`src/rtl/alu_seq_driver.sv`:
```
// Command front end for the 32-bit combinational ALU: loads operands, launches an
// execute, captures y/t one cycle later and holds the result until it is consumed.
module alu_seq_driver #(
  parameter int CNT_W = 16
) (
  input  logic             clk,
  input  logic             rstn,
  input  logic             cmd_valid,
  output logic             cmd_ready,
  input  logic [1:0]       cmd_sel,
  input  logic [31:0]      cmd_data,
  output logic [31:0]      alu_a,
  output logic [31:0]      alu_b,
  output logic [2:0]       alu_f,
  input  logic [31:0]      alu_y,
  input  logic [2:0]       alu_t,
  output logic             res_valid,
  input  logic             res_ready,
  output logic [31:0]      res_y,
  output logic [2:0]       res_t,
  output logic [2:0]       res_f,
  output logic [CNT_W-1:0] op_cnt
);

  typedef enum logic [1:0] {IDLE, EXEC, HOLD} state_t;

  localparam logic [1:0] SEL_LDA = 2'b00;
  localparam logic [1:0] SEL_LDB = 2'b01;
  localparam logic [1:0] SEL_EXE = 2'b10;
  localparam logic [1:0] SEL_CLR = 2'b11;

  state_t           state_q, state_d;
  logic [31:0]      a_q, a_d, b_q, b_d, res_y_q, res_y_d;
  logic [2:0]       f_q, f_d, res_t_q, res_t_d, res_f_q, res_f_d;
  logic             res_valid_q, res_valid_d;
  logic [CNT_W-1:0] op_cnt_q, op_cnt_d;

  // state_q resets asynchronously to IDLE, so cmd_ready is high while rstn is low
  assign cmd_ready = (state_q == IDLE);

  always_comb begin
    state_d     = state_q;
    a_d         = a_q;
    b_d         = b_q;
    f_d         = f_q;
    res_y_d     = res_y_q;
    res_t_d     = res_t_q;
    res_f_d     = res_f_q;
    res_valid_d = res_valid_q;
    op_cnt_d    = op_cnt_q;
    case (state_q)
      IDLE: begin
        if (cmd_valid) begin
          case (cmd_sel)
            SEL_LDA: a_d = cmd_data;
            SEL_LDB: b_d = cmd_data;
            SEL_EXE: begin
              f_d     = cmd_data[2:0];
              state_d = EXEC;
            end
            SEL_CLR: begin
              a_d      = '0;
              b_d      = '0;
              f_d      = '0;
              op_cnt_d = '0;
            end
            default: ;
          endcase
        end
      end
      EXEC: begin
        // A/B/F have been stable for a full cycle; the ALU output is settled
        res_y_d     = alu_y;
        res_t_d     = alu_t;
        res_f_d     = f_q;
        res_valid_d = 1'b1;
        op_cnt_d    = op_cnt_q + 1'b1;
        state_d     = HOLD;
      end
      HOLD: begin
        if (res_ready) begin
          res_valid_d = 1'b0;
          state_d     = IDLE;
        end
      end
      default: state_d = IDLE;
    endcase
  end

  always_ff @(posedge clk or negedge rstn) begin
    if (!rstn) begin
      state_q     <= IDLE;
      a_q         <= '0;
      b_q         <= '0;
      f_q         <= '0;
      res_y_q     <= '0;
      res_t_q     <= '0;
      res_f_q     <= '0;
      res_valid_q <= 1'b0;
      op_cnt_q    <= '0;
    end else begin
      state_q     <= state_d;
      a_q         <= a_d;
      b_q         <= b_d;
      f_q         <= f_d;
      res_y_q     <= res_y_d;
      res_t_q     <= res_t_d;
      res_f_q     <= res_f_d;
      res_valid_q <= res_valid_d;
      op_cnt_q    <= op_cnt_d;
    end
  end

  assign alu_a     = a_q;
  assign alu_b     = b_q;
  assign alu_f     = f_q;
  assign res_y     = res_y_q;
  assign res_t     = res_t_q;
  assign res_f     = res_f_q;
  assign res_valid = res_valid_q;
  assign op_cnt    = op_cnt_q;

endmodule

```
`config.mk`:
```
export PLATFORM = sky130hd
export DESIGN_NAME = alu_seq_driver
export DESIGN_NICKNAME = d
export VERILOG_FILES = /design/src/rtl/alu_seq_driver.sv
export SDC_FILE = /design/constraint.sdc
export NUM_CORES = 1
export LEC_CHECK = 0
export CAP_MARGIN = 5
export CORE_MARGIN = 4
export CORE_UTILIZATION = 47
export CTS_CLUSTER_SIZE = 24
export DETAILED_ROUTE_END_ITERATION = 8
export GPL_TIMING_DRIVEN = 0
export PLACE_DENSITY = 0.85
export SLEW_MARGIN = 5
export SYNTH_ARGS = -nofsm -noshare
export SYNTH_HDL_FRONTEND = slang
export SYNTH_SLANG_ARGS = --single-unit
```
`constraint.sdc`:
```
create_clock -name clk -period 3.2 [get_ports clk]
set_input_delay 0.32 -clock clk [delete_from_list [all_inputs] [get_ports clk]]
set_output_delay 0.32 -clock clk [all_outputs]
set_load 0.05 [all_outputs]
```
==> results.md, run 1 <==
* DIE AREA at 12310 um^2
* Largest family of logic cells by synthesized area: simple AND/OR/NAND/NOR gates
* Detail-routed net length per standard cell at 16.84 um
* Commonest non-fill, non-tap cells in the layout: 194 x sky130_fd_sc_hd__clkdlybuf4s50_1, 124 x sky130_fd_sc_hd__dfrtp_1, 76 x sky130_fd_sc_hd__nand2_1, 60 x sky130_fd_sc_hd__o21ai_1, 36 x sky130_fd_sc_hd__mux2_1
* Post-synthesis share of cell area spent on full adders, half adders and majority gates at 1.005%
* Count of routing violations after the opening detailed-route iteration at 151
* Count of pins over their slew limit at 0
* Number of filler cells placed in the layout at 695
* Unrepaired setup endpoints after global routing: false
* CTS-repair resized insts at 0
* Static power due to leakage at 3.301 nW
* Via count at 4175
* Vias in the first global route at about 4400
* Power Dens Cells at 870.7 nW/um^2
* Total count of hold-check failures in the final report at 0
* Unique cell type count in the Yosys netlist at 32
* Post-detailed-routing wire length at around 14000 um
* Post-synthesis register bit count at 124
* Instance count of the mapped netlist at between 400 and 500
* Count of warnings emitted by yosys at 0
* Finish-stage setup viols at 0
* IR drop worst, VDD at 0.5563 mV
* First-pass GRT wire length at 22560 um
* Number of remaining DRC errors at 0
* CTS root buffer: sky130_fd_sc_hd__clkbuf_8
* Initial antenna violation count at 0
* Run status: complete, no violations
* Net count after synthesis at between 500 and 600
* Worst skew pair latency at ~0.50 ns
* Horiz. Die Dim at roughly 110 um
* Post-Synthesis Cell Area at 4980 um^2
* Portion of the post-synthesis area used by sequential elements at about 62%
* Max-Cap Viols at 0
* Fraction of registers with async set/reset at 100.0%
* Vias per std cell at about 5.2
* Worst reg2reg path depth at 5
* All-layer global routing usage at between 20% and 30%
* Reg2reg end: op_cnt[12]$_DFFE_PN0P_
* Launch instance of the worst register-to-register path: op_cnt[1]$_DFFE_PN0P_
* Share of Yosys cell area claimed by the top area cell type at 62.31%
* Utilization after layout at 75.01%
* Leading cell types by total area after synthesis: sky130_fd_sc_hd__dfrtp_1 62%, sky130_fd_sc_hd__mux2_1 8.1%, sky130_fd_sc_hd__o21ai_1 6.0%, sky130_fd_sc_hd__nand2_1 5.7%, sky130_fd_sc_hd__nand2b_1 4.0%
* Most common cell after layout, fill and taps aside: sky130_fd_sc_hd__clkdlybuf4s50_1
* Diodes inserted at 0
* Maximum fanout encountered on the critical timing path at 10
* XOR/XNOR share of the synthesized area at 0.8794%
* Grt ovf at 0
* Port-buffer cells at 195
* WP data arrival at 2.19 ns
* Largest net degree at the start of global routing at slightly below 90
* Detailed Routing Iterations Pass 1 at 4
* Maximum clock path buffer count at 2
* Die Ht at about 110 um
* Layout overhead on the synthesized area at 55.50%
* Worst R2R Setup Slack at between 1 and 1.5 ns
* Post-detail-place hpwl at 10050 um
* Setup tns final at 0 ns
* Post-synthesis compound-gate area fraction at 9.322%
* WP data required at 2.88 ns
* Clock buffers created by TritonCTS at 17
* Critical path launch point: state_q[1]$_DFFE_PN0P_
* Number of enable-type register cells in the synthesized netlist at 0
* Avg Inst Size Synth at about 11 um^2
* Last weighted congestion value of the routability-driven placer at about 0.82
* Primary flip-flop cell chosen by synthesis mapping: sky130_fd_sc_hd__dfrtp_1
* Critical path endpoint category: output pin
* Area fraction in and, or, nand and nor cells after synthesis at 15.25%
* Final net count at about 740
* TritonCTS clock tree: built
* Kind of critical path: flip-flop to output pin
* Fraction of final layout cells sized beyond drive strength 1 at under 10%
* Worst-case clock skew at 0.006981 ns
* Level count of the clock H-tree at 4
* Library cell occupying the most area in the post-synthesis netlist: sky130_fd_sc_hd__dfrtp_1
* Max_slew headroom at 54.09%
* Tightest Pin Transition at 0.6841 ns
* CTS Sinks at 124
* Highest attainable clock frequency at ~400 MHz
* Final critical-path share of the clock period at 78.57%
* Type of the most critical hold path: input port to asynchronous set/reset pin
* Core Area at 10320 um^2
* Nature of the critical path startpoint: flip-flop
* Antenna viol nets, final at 0
* Number of top-level pins at about 200
* Number of rows in the core area at 37
* Effective utilization at floorplan at 48.24%
* Min cycle time layout at between 2 and 3 ns
* Post-CTS clock slew at the launch and capture registers of the worst setup and hold paths at 0.06 ns
* Proportion of synthesized area in mux cells at about 9.0%
-- kinds of logic after synthesis --
kind of cell | after synthesis
AOI/OAI and AO/OA | 91
and+or+nand+nor | 151
xor gates and xnor gates | 5
muxes | 40
adders and majority gates | 4
buffers and inverters | 28
DFF | 124
-- stage by stage --
step	cell area [um^2]	setup WS (ns)	instances	total power, W	hold WS (ns)
after detailed placement	7131	0.5002	775	0.004857	0.2403
after global placement	7102	-2.815	774	0.004794	0.4623
final	7744	0.6857	808	0.006742	0.2879
after floorplan	4980	1.038	443	0.003807	0.02441
after global routing	7744	0.5886	808	0.007027	0.3001
after CTS	7744	0.6659	808	0.006802	0.2747
-- cells in the mapped netlist (all sizes together) (5+ instances only) --
master	n
a21oi	12
clkbuf	19
dfrtp	124
inv	5
mux2	40
nand2	76
nand2b	32
nand4	5
nor2	7
nor2b	6
o21ai	77
or3	5
-- critical path: stages (launching register included) --
cell,delay [ns]
sky130_fd_sc_hd__dfrtp_1,0.39
sky130_fd_sc_hd__clkbuf_1,0.21
sky130_fd_sc_hd__nor2_1,0.24
sky130_fd_sc_hd__clkdlybuf4s50_1,0.85
-- metal layers --
| metal | share of wire [%] | vias to the layer above | global-route usage, % |
|---|---|---|---|
| li1 | - | 1945 | - |
| met1 | 40 | 2021 | 26.47 |
| met2 | 49 | 189 | 38.15 |
| met3 | 9.8 | 20 | 8.897 |
| met4 | 1.7 | 0 | 8.046 |
| met5 | 0 | - | 0 |
-- repair_timing --
item                                   4_1_cts  5_1_grt
endpoints found under the hold margin       37        0
setup buffers                                0        0
hold buffers                                 1        0
-- power breakdown --
part,internal (W),switching [W],total [W]
clock,0.00120,0.000719,0.00192
sequential,0.00193,0.000232,0.00216
combinational,0.000883,0.00177,0.00266
total,0.00402,0.00273,0.00674
-- final cells by class --
type	count	area (um^2)	share of cell area, %
Sequential cell	124	3103	40.07
Timing Repair Buffer	197	1991	25.71
Multi-Input combinational cell	291	1768	22.83
Clock buffer	17	414.1	5.348
Clock inverter	15	188.9	2.440
Tap cell	136	170.2	2.197
Buffer	23	90.09	1.163
Inverter	5	18.77	0.2424
-- how the worst max path moves through the flow --
stage	to	slack, ns	cells after the start
finish	cmd_ready	0.69	3
global route	cmd_ready	0.59	3
CTS	cmd_ready	0.67	3
detailed placement	alu_b[27]$_DFFE_PN0P_	0.50	7
global placement	alu_a[11]$_DFFE_PN0P_	-2.81	1
floorplan	op_cnt[12]$_DFFE_PN0P_	1.04	5
-- registers in the layout (all words and copies together), names as in the netlist --
register,cells
alu_a,32
op_cnt,16
res_y,32
res_f,3
res_valid,1
res_t,3
alu_f,3
state_q,2
alu_b,32
Note: power is estimated with default switching activity, not from simulation.
==> run 2: changes to the inputs <==
- CORE_UTILIZATION: 47 -> 39
- PLACE_DENSITY: 0.85 -> 0.75
- clock period: 3.2 -> 2.3 ns (I/O delays scaled with it)
==> results.md, run 2 (synthesized netlist as in run 1, its figures left out) <==
* Post-detail-place hpwl at just over 10000 um
* Final critical-path share of the clock period at 88.00%
* Finish-stage setup viols at 0
* Number of remaining DRC errors at 0
* Unrepaired setup endpoints after global routing: false
* Sw Ratio at 39.49%
* Number of top-level pins at 196
* Fraction of final layout cells sized beyond drive strength 1 at 6.994%
* WP data required at 2.59 ns
* Via count at 4095
* Commonest non-fill, non-tap cells in the layout: 193 x sky130_fd_sc_hd__clkdlybuf4s50_1, 124 x sky130_fd_sc_hd__dfrtp_1, 76 x sky130_fd_sc_hd__nand2_1, 59 x sky130_fd_sc_hd__o21ai_1, 36 x sky130_fd_sc_hd__mux2_1
* Sequential fraction of design power at 32.3%
* Vias in the first global route at 4416
* Vias per std cell at 4.852
* Highest attainable clock frequency at 494.1 MHz
* GR Util met1 at between 20% and 30%
* Die Ht at 121 um
* Post-detailed-routing wire length at 13850 um
* Clock share of power at 28.2%
* Largest net degree at the start of global routing at 67
* First-pass GRT wire length at 22400 um
* Detail-routed net length per standard cell at 16.41 um
* Post-CTS clock slew at the launch and capture registers of the worst setup and hold paths at 0.05 ns
* TritonCTS clock tree: built
* All-layer global routing usage at roughly a fifth
* Global Route met2 Usage at 32.20%
* CTS root buffer: sky130_fd_sc_hd__clkbuf_16
* Antenna viol nets, final at 0
* Diodes inserted at 0
* Maximum fanout encountered on the critical timing path at 10
* Detailed Routing Iterations Pass 1 at 4
* Type of the most critical hold path: input port to asynchronous set/reset pin
* Min cycle time layout at a little over 2 ns
* Final net count at roughly 740
* Total count of hold-check failures in the final report at 0
* Met3 Usage GRT at 8.625%
* Net switching power of the design at 0.003684 W
* Clock buffers created by TritonCTS at 17
* Utilization after layout at 61.89%
* Setup bufs post-CTS at 0
* Number of rows in the core area at 41
* Core Area at approximately 13000 um^2
* Area of all placed cells without fillers at 7779 um^2
* CTS Sinks at about 120
* Count of pins over their slew limit at 0
* Initial antenna violation count at 0
* Tightest Pin Transition at 0.6196 ns
* Post-detailed-placement cell area at 7176 um^2
* Most common cell after layout, fill and taps aside: sky130_fd_sc_hd__clkdlybuf4s50_1
* Horiz. Die Dim at between 100 and 150 um
* Power Dens Cells at 1199 nW/um^2
* Max-Cap Viols at 0
* IR drop worst, VDD at 0.5658 mV
* Internal cell power at between 0.005 and 0.006 W
* Worst R2R Setup Slack at 0.28 ns
* Worst-case clock skew at 0.006553 ns
* DIE AREA at 14640 um^2
* Global routing's busiest layer: met2
* Static power due to leakage at about 3.3 nW
* Count of routing violations after the opening detailed-route iteration at 245
* Port-buffer cells at 195
* Combinational power share at 39.5%
* Grt ovf at 0
* Level count of the clock H-tree at 4
* Effective utilization at floorplan at 39.62%
* Worst skew pair latency at 0.42 ns
* Nature of the critical path startpoint: flip-flop
* Run status: complete, no violations
* WP data arrival at 2.31 ns
* Critical path endpoint category: flip-flop
* Last weighted congestion value of the routability-driven placer at 0.7949
* Maximum clock path buffer count at 2
* Layout overhead on the synthesized area at 56.21%
* Max_slew headroom at 58.70%
* Kind of critical path: flip-flop to flip-flop
[run 2: cell types whose count changed in the layout (fill, tap and decap cells not counted), sizes merged]
cell	change
bufinv	-1
clkbuf	+8
clkdlybuf4s50	-1
clkinv	+2
clkinvlp	-4
dlygate4sd2	+1
inv	-5
[run 2: layout make-up]
class	count	area, um^2
clock inverter	7	85.08
buffer	23	90.09
timing repair buffer	197	1989
fill	1027	4790
tap	172	215.2
multi-input combinational	291	1772
clock buffer	25	505.5
sequential	124	3103
inverter	5	18.77
[run 2: repair_timing]
item | CTS | global route
hold endpoints to repair | 65 | 0
resized for setup | 1 | 1
hold buffers | 1 | 0
endpoints found under the setup margin | 1 | 32
[run 2: metal layers]
metal | up-vias | part of all wire [%]
met3 | 20 | 10
met2 | 153 | 49
met4 | 0 | 1.5
li1 | 1944 | -
met1 | 1978 | 39
met5 | - | 0
[run 2: worst paths after layout]
kind                                         from                     to  cells past startpoint
setup / recovery           state_q[1]$_DFFE_PN0P_  res_y[29]$_DFFE_PN0P_                      5
hold / removal                               rstn  res_y[26]$_DFFE_PN0P_                      2
setup reg to reg           state_q[1]$_DFFE_PN0P_  res_y[29]$_DFFE_PN0P_                      5
hold reg to reg             alu_b[27]$_DFFE_PN0P_  alu_b[27]$_DFFE_PN0P_                      2
max in group asynchronous                    rstn  alu_b[20]$_DFFE_PN0P_                      3
min in group clk                     cmd_data[12]  alu_b[12]$_DFFE_PN0P_                      3
[run 2: per-stage QoR]
step	total power [W]	TNS, ns	std cells	setup slack [ns]	hold WS, ns
6_report	0.009329	0	844	0.2761	0.3899
5_1_grt	0.009720	0	844	0.1003	0.3920
4_1_cts	0.009422	0	844	0.05344	0.3756
3_5_place_dp	0.006761	-11.92	811	-0.3909	0.2736
3_3_place_gp	0.006690	-461.05	810	-3.652	0.4623
2_1_floorplan	0.005297	0	443	0.1384	-0.06559
[run 2: worst max-delay path, stage by stage, from the launching register on]
cell                       delay, ns
sky130_fd_sc_hd__dfrtp_1        0.39
sky130_fd_sc_hd__clkbuf_1       0.21
sky130_fd_sc_hd__nor2b_1        0.14
sky130_fd_sc_hd__clkbuf_1       0.33
sky130_fd_sc_hd__clkbuf_1       0.44
sky130_fd_sc_hd__mux2_1         0.38
[run 2: power by group through the flow]
stage	clock network, W	registers [W]	logic (W)
global placement	0	0.00302	0.00367
global route	0.00277	0.00308	0.00386
detailed placement	0	0.00304	0.00372
finish	0.00263	0.00301	0.00369
CTS	0.00268	0.00302	0.00373
floorplan	0	0.00479	0.000507
==> run 3: changes to the inputs <==
- CORE_MARGIN: 4 -> 3
- RECOVER_POWER: default -> 100
==> results.md, run 3 (synthesized netlist as in run 1, its figures left out) <==
* Static power due to leakage at between 3 and 4 nW
* Final net count at roughly 740
* Run status: finished with violations
* Post-CTS clock slew at the launch and capture registers of the worst setup and hold paths at 0.06 ns
* Most common cell after layout, fill and taps aside: sky130_fd_sc_hd__dfrtp_1
* Max_slew headroom at -6.579%
* Setup tns final at 0 ns
* CTS Sinks at 124
* Total count of hold-check failures in the final report at 0
* Layout overhead on the synthesized area at 56.36%
* Cell count after placement at 807
* Power Dens Cells at 1182 nW/um^2
* Total power after layout at 0.009204 W
* Worst-case clock skew at around 0.0087 ns
* Grt ovf at 0
* Detailed Routing Iterations Pass 1 at 5
* Unrepaired setup endpoints after global routing: false
* Highest attainable clock frequency at 477.1 MHz
* Clock share of power at between 20% and 30%
* Largest net degree at the start of global routing at 64
* Number of rows in the core area at 40
* Vias per std cell at 4.963
* Final cell count without fillers at 840
* Post-detailed-routing wire length at 13680 um
* Placement-stage worst setup slack at -0.4002 ns
* Nature of the critical path startpoint: flip-flop
* Combinational power share at 37.7%
* CP top delay family: simple AND/OR/NAND/NOR gates
* Count of routing violations after the opening detailed-route iteration at 230
* WP data required at 2.63 ns
* Effective utilization at floorplan at about two fifths
* Critical path buffer and inverter count at 0
* Post-route worst setup slack at 0.2041 ns
* Fraction of final layout cells sized beyond drive strength 1 at 6.548%
* Vias in the first global route at 4398
* Internal cell power at 0.005530 W
* Failing checks: max-capacitance violations, max-slew violations
* Port-buffer cells at 195
* All-layer global routing usage at 20.19%
* Clock buffers created by TritonCTS at 17
* Horiz. Die Dim at between 100 and 150 um
* Max-Cap Viols at 1
* Core Area at 12260 um^2
* Setup bufs post-CTS at 0
* Kind of critical path: flip-flop to flip-flop
* Critical path endpoint category: flip-flop
* Number of remaining DRC errors at 0
* Min cycle time layout at about 2.1 ns
* Utilization after layout at 63.50%
* TritonCTS clock tree: built
* Antenna viol nets, final at 0
* Critical Path, Cell by Cell: ha_1, nand4_1, or4_1, or3_1, a21oi_1
* Via count at roughly 4200
* Sw Ratio at between 30% and 40%
* Die Ht at roughly 120 um
* DIE AREA at around 14000 um^2
* Detail-routed net length per standard cell at 16.29 um
* Maximum clock path buffer count at 2
* Count of pins over their slew limit at 63
* Commonest non-fill, non-tap cells in the layout: 124 x sky130_fd_sc_hd__dfrtp_1, 123 x sky130_fd_sc_hd__dlygate4sd3_1, 76 x sky130_fd_sc_hd__nand2_1, 72 x sky130_fd_sc_hd__o21ai_0, 71 x sky130_fd_sc_hd__clkdlybuf4s50_1
* Last weighted congestion value of the routability-driven placer at between 0.7 and 0.8
* Master of the slowest instance on the critical path: sky130_fd_sc_hd__or4_1
* Post-detail-place hpwl at 10280 um
* IR drop worst, VDD at ~0.79 mV
* Net switching power of the design at about 0.0037 W
* Type of the most critical hold path: input port to flip-flop
* Initial antenna violation count at 0
* Final critical-path share of the clock period at 91.13%
* Number of top-level pins at 196
* WP data arrival at 2.42 ns
* First-pass GRT wire length at 22560 um
* CTS root buffer: sky130_fd_sc_hd__clkbuf_16
* Slowest cell delay on critical path at 0.60 ns
* Diodes inserted at 0
* Maximum fanout encountered on the critical timing path at 5
* Worst skew pair latency at 0.41 ns
* Tightest Pin Transition at 1.599 ns
* Finish-stage setup viols at 0
* Level count of the clock H-tree at 4
* Sequential fraction of design power at 32.5%
==> run 3: cell types whose count changed in the layout (fill, tap and decap cells not counted), sizes merged <==
cell           previous run  this run
buf                       6         1
bufinv                    2         3
clkbuf                   44        47
clkdlybuf4s50           193        71
clkinvlp                  0         2
dlygate4sd2               1         0
dlygate4sd3               1       123
==> run 3: routing by layer <==
| layer | GRT usage, % | vias to the layer above | share of wire (%) | wire [um] |
|---|---|---|---|---|
| met5 | 0 | - | 0 | 0 |
| li1 | - | 1944 | - | - |
| met4 | 6.227 | 0 | 0.91 | 124 |
| met2 | 33.45 | 156 | 50 | 6826 |
| met3 | 8.215 | 13 | 9.1 | 1244 |
| met1 | 24.06 | 2056 | 40 | 5486 |
==> run 3: worst reg2reg max path: cells and delay by family (launching register included) <==
| kind | cells | cell delay [ns] |
|---|---|---|
| AND/OR/NAND/NOR | 3 | 1.14 |
| flip-flops | 1 | 0.45 |
| AO/OA/AOI/OAI | 1 | 0.15 |
| adder cells (fa/ha/maj) | 1 | 0.27 |
==> run 3: layout make-up <==
class	count	area [um^2]
multi-input cells	291	1768
flip-flops and latches	124	3103
well taps	168	210.2
fillers	973	4476
repair buffers	197	1978
clock buffers	22	484.2
inverters	5	18.77
plain buffers	23	86.33
clock inverters	10	137.6
==> run 3: timing repair <==
item	4_1_cts	5_1_grt
resized for setup	0	2
hold buffers	1	0
hold endpoints to repair	62	0
endpoints found under the setup margin	0	33
==> run 3: worst paths after layout <==
path | startpoint | end | slack, ns | cells past startpoint
hold / removal | cmd_data[21] | alu_b[21]$_DFFE_PN0P_ | 0.40 | 3
hold reg to reg | alu_b[4]$_DFFE_PN0P_ | alu_b[4]$_DFFE_PN0P_ | 0.47 | 2
min in group asynchronous | rstn | op_cnt[15]$_DFFE_PN0P_ | 0.77 | 2
setup / recovery | op_cnt[0]$_DFFE_PN0P_ | op_cnt[12]$_DFFE_PN0P_ | 0.20 | 5
max in group asynchronous | rstn | res_y[20]$_DFFE_PN0P_ | 0.54 | 3
setup reg to reg | op_cnt[0]$_DFFE_PN0P_ | op_cnt[12]$_DFFE_PN0P_ | 0.20 | 5
==> run 3: power groups by stage <==
stage                     combinational [W]  clock (W)  sequential [W]
after floorplan                    0.000507          0         0.00479
after global placement              0.00366          0         0.00301
after detailed placement            0.00372          0         0.00305
after CTS                           0.00373    0.00280         0.00302
after global routing                0.00364    0.00292         0.00306
final                               0.00347    0.00275         0.00299
==> run 3: metrics by stage <==
step	hold slack, ns	instance area, um^2
after floorplan	-0.06559	4980
after global placement	0.4634	7142
after detailed placement	0.2505	7171
after CTS	0.3746	7802
after global routing	0.4066	7786
final	0.3976	7786
